**config.mk**
```make
export PLATFORM = sky130hd
export DESIGN_NAME = cp0_int_ctrl
export DESIGN_NICKNAME = d
export VERILOG_FILES = /design/src/rtl/cp0_int_ctrl.sv
export SDC_FILE = /design/constraint.sdc
export NUM_CORES = 1
export LEC_CHECK = 0
export ABC_AREA = 1
export CORE_MARGIN = 2
export CORE_UTILIZATION = 46
export DETAILED_ROUTE_END_ITERATION = 10
export PLACE_DENSITY = 0.86
export SLEW_MARGIN = 0
export SYNTH_ARGS = -nofsm -noshare
export SYNTH_HDL_FRONTEND = slang
export SYNTH_SLANG_ARGS = --single-unit
```
**constraint.sdc**
```tcl
create_clock -name clk -period 2.4 [get_ports clk]
set_input_delay 0.48 -clock clk [delete_from_list [all_inputs] [get_ports clk]]
set_output_delay 0.48 -clock clk [all_outputs]
set_load 0.05 [all_outputs]
```
**src/rtl/cp0_int_ctrl.sv**
```systemverilog
// cp0_int_ctrl: interrupt front-end that drives CP0's 8-bit int_i input.
// Each of the six asynchronous hardware lines goes through a synchroniser
// and a glitch filter. The block also owns the Compare register and raises
// the timer interrupt, which is ORed onto hardware line 5 (Cause.IP7).
module cp0_int_ctrl #(
  parameter int unsigned SYNC_STAGES = 2,
  parameter int unsigned FILTER_LEN  = 3,
  parameter logic [4:0]  CP0_COMPARE = 5'd11
) (
  input  logic        clk,
  input  logic        rst_,
  input  logic [5:0]  ext_int_i,
  input  logic [31:0] cnt_i,
  input  logic        wb_cp0_we,
  input  logic [4:0]  wb_cp0_waddr_0,
  input  logic [4:0]  wb_cp0_waddr_1,
  input  logic [31:0] wb_cp0_wdata_0,
  input  logic [31:0] wb_cp0_wdata_1,
  input  logic        exc_flush_all,
  output logic [7:0]  int_o,
  output logic [31:0] compare_o,
  output logic        timer_int_o
);

  // Filter counter width: wide enough to hold FILTER_LEN-1 with headroom.
  localparam int unsigned      FCW     = $clog2(FILTER_LEN) + 1;
  localparam logic [FCW-1:0]   FC_ZERO = FCW'(0);
  localparam logic [FCW-1:0]   FC_ONE  = FCW'(1);
  localparam logic [FCW-1:0]   FC_LAST = FCW'(FILTER_LEN - 1);

  // Synchroniser chain: index 0 is the first flop, SYNC_STAGES-1 the last.
  logic [SYNC_STAGES-1:0][5:0] sync_q;
  logic [5:0]                  sync_s;

  // Filtered levels and per-line run counters.
  logic [5:0]          filt_q;
  logic [5:0]          filt_d;
  logic [5:0][FCW-1:0] fc_q;
  logic [5:0][FCW-1:0] fc_d;

  // Compare register and timer state.
  logic [31:0] compare_q;
  logic [31:0] compare_d;
  logic        ti_pending_q;
  logic        ti_pending_d;
  logic        ti_armed_q;
  logic        ti_armed_d;

  // MTC0 decode.
  logic        wr0_s;
  logic        wr1_s;
  logic        cmp_wr_s;
  logic [31:0] cmp_wdata_s;

  assign sync_s = sync_q[SYNC_STAGES-1];

  // Shift every interrupt line through its synchroniser chain.
  always_ff @(posedge clk or negedge rst_) begin
    if (!rst_) begin
      sync_q <= {SYNC_STAGES{6'd0}};
    end else begin
      sync_q <= {sync_q[SYNC_STAGES-2:0], ext_int_i};
    end
  end

  // Filter next-state: a new level must persist FILTER_LEN cycles to be taken.
  always_comb begin
    filt_d = filt_q;
    fc_d   = fc_q;
    for (int i = 0; i < 6; i++) begin
      if (sync_s[i] == filt_q[i]) begin
        fc_d[i] = FC_ZERO;
      end else if (fc_q[i] == FC_LAST) begin
        filt_d[i] = sync_s[i];
        fc_d[i]   = FC_ZERO;
      end else begin
        fc_d[i] = fc_q[i] + FC_ONE;
      end
    end
  end

  // Filter state registers.
  always_ff @(posedge clk or negedge rst_) begin
    if (!rst_) begin
      filt_q <= 6'd0;
      fc_q   <= {6{FC_ZERO}};
    end else begin
      filt_q <= filt_d;
      fc_q   <= fc_d;
    end
  end

  // Compare write decode; a flushed WB write never lands, way 1 has priority.
  always_comb begin
    wr0_s       = wb_cp0_we & ~exc_flush_all & (wb_cp0_waddr_0 == CP0_COMPARE);
    wr1_s       = wb_cp0_we & ~exc_flush_all & (wb_cp0_waddr_1 == CP0_COMPARE);
    cmp_wr_s    = wr0_s | wr1_s;
    if (wr1_s) begin
      cmp_wdata_s = wb_cp0_wdata_1;
    end else begin
      cmp_wdata_s = wb_cp0_wdata_0;
    end
  end

  // Timer next-state: a write re-arms and clears; a match on an armed
  // Compare sets pending, which then sticks until the next write.
  always_comb begin
    compare_d    = compare_q;
    ti_pending_d = ti_pending_q;
    ti_armed_d   = ti_armed_q;
    if (cmp_wr_s) begin
      compare_d    = cmp_wdata_s;
      ti_pending_d = 1'b0;
      ti_armed_d   = 1'b1;
    end else if (ti_armed_q && (cnt_i == compare_q)) begin
      ti_pending_d = 1'b1;
    end else begin
      ti_pending_d = ti_pending_q;
    end
  end

  // Timer state registers.
  always_ff @(posedge clk or negedge rst_) begin
    if (!rst_) begin
      compare_q    <= 32'd0;
      ti_pending_q <= 1'b0;
      ti_armed_q   <= 1'b0;
    end else begin
      compare_q    <= compare_d;
      ti_pending_q <= ti_pending_d;
      ti_armed_q   <= ti_armed_d;
    end
  end

  // Outputs are flop-driven; bit 5 merges the timer onto hardware line 5.
  assign int_o       = {2'b00, filt_q[5] | ti_pending_q, filt_q[4:0]};
  assign compare_o   = compare_q;
  assign timer_int_o = ti_pending_q;

endmodule

```
Word-level counts from Yosys, hierarchy flattened --
Index checks and enable logic that the tools add are counted.
Operators by class: $add $sub $neg 6, multipliers 0, div/mod/pow operators 0, $lt $le $gt $ge 0, equal/unequal tests 15, shift operators 0, mux-type cells 15, bitwise operators 12, reductions and logical operators 8
Operators by type and width (number):
- two-way mux 3 bit | 12
- == test 32 bit | 1
- two-way mux 32 bit | 1
- adder 3 x 1 -> 3 bit, second input constant | 6
- == test 3 x 2 -> 1 bit, second input constant | 6
- AND reduction 2 bit | 6
- == test 5 x 4 -> 1 bit, second input constant | 2
- inverter 1 bit | 7
- == test 1 bit | 6
- AND 1 bit | 3
- two-way mux 1 bit | 2
- bitwise OR 1 bit | 2
- nonzero test 2 bit | 1
- logical AND 1 bit | 1
Word-level totals: flip-flop bits (word level) 70, latch bits 0, memory bits (writable) 0, bits in read-only memories 0, bits of input ports 116, memories 0

Longest topological paths before layout --
depth in word-level cells 5, gate-level depth with buffers 10

Worst setup path after synthesis --
No wires, ideal clock.
path kind register to output, start reg ti_pending_q, in the netlist timer_int_o, end out int_o[5], arrival time 1.027 ns, setup slack 0.893 ns, stages on the path, launching flop included 2, path buffers 0, path through dfrtp_1 -> or2_2
On the way: longest elaborated chain between the ends 1
Ends and longest elaborated chain:
- start: declaration | RTL line 44 | logic ti_pending_q;
- start signal: assignment | RTL line 130 | ti_pending_q <= ti_pending_d;
- bitwise OR 1 bit | RTL line 136 | assign int_o = {2'b00, filt_q[5] | ti_pending_q, filt_q[4:0]};
- end: declaration | RTL line 20 | output logic [7:0] int_o,
Every way passes these cells.

Final worst setup path --
start reg filt_q[5], end out int_o[5]
On the way: longest elaborated chain between the ends 1
Ends and longest elaborated chain:
- start: declaration | RTL line 36 | logic [5:0] filt_q;
- start signal: assignment | RTL line 88 | filt_q <= filt_d;
- bitwise OR 1 bit | RTL line 136
Every way passes these cells.

==> run summary <==
FF-to-FF path depth: 3
met1 Usage GRT: 27.2%
Worst R2R Setup Slack: 1.22 ns
CTS sink cnt: 70
row count: 32
gr ovfl total: 0
post-CTS setup buffer count: 0
Critical Path Source Type: flop
initial core utilization: 47.9%
DP Wirelength: 7.91 mm
die width: 94.1 microns
die height: 94.1 microns
Skew-Pair Late Insertion Delay: 0.34 ns
Multi-input gate area: 0.00153 sq mm
Num CTS Buffers: 9
Worst-Margin Slew: 0.886 ns
Reg power frac: 36.7%
RSZ-0062 raised after global routing: false
mapped cell area: 0.00374 sq mm
H-tree levels: 3
Pint: 0.00281 W
Iteration-0 DRC Markers: 85
Avg Synthesized Cell Area: 8.46 sq um
cell count after synthesis: 442
CP Cell Sequence: or2_2 > clkdlybuf4s50_1
total wire length: 10.2 mm
cell taking the most area after synthesis: dfrtp_1
net switching power: 0.00202 W
critical path peak fanout: 3
WP buf/inv: 1
Core Box Area: 0.00781 sq mm
power share of the combinational group: 45.8%
antenna violations before repair: 0
warnings from Yosys: 0
share of cells above drive strength 1: 9.06%
clk root buf: clkbuf_8
io pins: 157
Setup crit end kind: output port
Hold Worst Slack: 0.268 ns
final setup fails: 0
M2 GR Usage: 43.3%
largest net degree at the start of global routing: 71
Max stage delay cell, worst path: clkdlybuf4s50_1
Clock Skews: 0.00588 ns
worst-case vdd ir drop: 0.388 mV
Post-CTS Resized: 0
Yosys cell types: 34
Non-Filler Instances: 698
required time worst endpoint: 1.92 ns
WL/cell: 14.6 microns
status: finished clean
antenna diode count: 0
CTS Buffer Depth: 2
Area growth, synth to finish: 45.2%
TNS Setup: 0 ns
Synth top area share: 46.9%
PwrDens: 889 mW/mm^2
Fmax: 452 MHz
Global Route met3 Usage: 4.74%
min-delay worst type: in2async
peak per-stage delay on the critical path: 0.70 ns
# nets final: 708
Total Die Area: 0.00886 sq mm
max cap viols: 0
first-pass GRT wire length: 16.0 mm
drt via density: 4.91
relative slew slack: 40.9%
clock-pin slew on the worst setup and hold paths: 0.07 ns
synthesis-stage register bit count: 70
Crit Reg-Reg Startpoint: fc_q[12]
Leakage: 2.58 nW
RePlAce Congestion: 0.855
register area share after synthesis: 46.9%
vias: 3424
First-pass DRT Iterations: 4
vias in the first global route: 3474
post-layout minimum cycle time: 2.21 ns
GRT Overall Usage: 23.6%
Setup CP Type: reg2out
RR Endpoint: filt_q[4]
Final ANT Viol Nets: 0
Worst EP arrival: 1.73 ns
register area: 0.00175 sq mm
detailed-route DRC error count: 0
PortBufs: 154
final hold violations: 0
placed insts: 683
CTS tree: done
gr busiest metal: met2
CP top delay family: buffers and inverters
Clk pwr share: 17.5%
fill cell count: 621
fin crit share: 92.2%
Final Slew Violations: 0
Synth area leaders: dfrtp_1 (47%), nand2_1 (9.9%), inv_1 (6.9%)
CTS Hold Bufs: 0
switching share of power: 41.8%
==> layer usage <==
layer  part of all wire, %  up-vias
li1                      -     1676
met1                    39     1611
met2                    53      120
met3                   6.4       17
met4                   1.7        0
met5                     0        -
==> state kept, by name, indices dropped and copies added (netlist names) <==
| signal | cells |
|---|---|
| compare_o | 32 |
| fc_q | 18 |
| filt_q | 6 |
| sync_q | 6 |
| sync_s | 6 |
| ti_armed_q | 1 |
| timer_int_o | 1 |
==> synthesized netlist by cell type <==
library cell / number
mux2_2: 2
nor2_8: 2
dfrtp_1: 70
o211ai_1: 1
nor2_1: 47
inv_1: 69
o21ai_1: 7
xor2_1: 8
inv_6: 2
o22ai_2: 10
o21bai_1: 1
nand3_1: 1
a21oi_1: 35
a21oi_2: 1
nand3b_1: 1
nor2_4: 1
nor3_1: 9
a21oi_4: 1
mux2i_1: 4
a31oi_1: 1
o22ai_1: 14
nand2_2: 2
buf_8: 2
buf_6: 6
or2_2: 2
nor2_2: 12
nand3b_4: 1
nand4_1: 3
conb_1: 1
nor3b_1: 4
xnor2_1: 10
nand2_1: 99
buf_4: 11
o21ai_0: 2
==> worst max-delay path by stage <==
stage	slack (ns)	startpoint	depth (start not counted)	to
5_1_grt	0.13	timer_int_o	2	int_o[5]
6_report	0.19	filt_q[5]	2	int_o[5]
3_3_place_gp	0.33	wb_cp0_we	8	compare_o[15]
2_1_floorplan	0.89	timer_int_o	1	int_o[5]
3_5_place_dp	0.30	wb_cp0_we	8	compare_o[15]
4_1_cts	0.18	filt_q[5]	2	int_o[5]
==> per-stage QoR <==
stage	cell area [sq um]	total power (W)	setup WS, ns	utilization, %
final	5430	0.00483	0.188	69.5
after global routing	5430	0.00511	0.135	69.5
after CTS	5430	0.00486	0.175	69.5
after detailed placement	5250	0.00401	0.298	67.2
after global placement	5250	0.00392	0.329	67.2
after floorplan	3740	0.00323	0.893	-
==> placed cells by master, fill, tap and decap left out, types with 7 or more instances in the layout <==
master / n
nor2_1: 47
a21oi_1: 35
clkbuf_8: 11
dfrtp_1: 70
nor2_2: 12
o22ai_1: 14
inv_1: 69
xor2_1: 8
clkdlybuf4s50_1: 153
nand2_1: 99
nor3_1: 9
o21ai_1: 7
o22ai_2: 10
xnor2_1: 10
==> area by class of cell <==
class / count / share of cell area (%)
Multi-Input combinational cell: 283 / 28.3
Clock inverter: 3 / 0.369
Clock buffer: 12 / 2.86
Inverter: 71 / 5.10
Timing Repair Buffer: 157 / 28.8
Sequential cell: 70 / 32.3
Tap cell: 102 / 2.35
==> logic make-up after synthesis <==
family                 Yosys count  synth area share, %
other                            1                0.100
XOR/XNOR                        18                 4.22
flip-flops                      70                 46.9
buffers and inverters           90                 12.2
AO/OA/AOI/OAI                   73                 12.8
multiplexers                     6                 1.67
AND/OR/NAND/NOR                184                 22.1
==> power groups by stage <==
stage | logic [W] | clock network, W | registers (W)
CTS | 0.00222 | 0.000863 | 0.00177
global placement | 0.00215 | 0 | 0.00176
finish | 0.00221 | 0.000845 | 0.00177
floorplan | 0.000968 | 0 | 0.00226
detailed placement | 0.00221 | 0 | 0.00179
global route | 0.00237 | 0.000929 | 0.00181
Power figures use the tool's default switching activity.
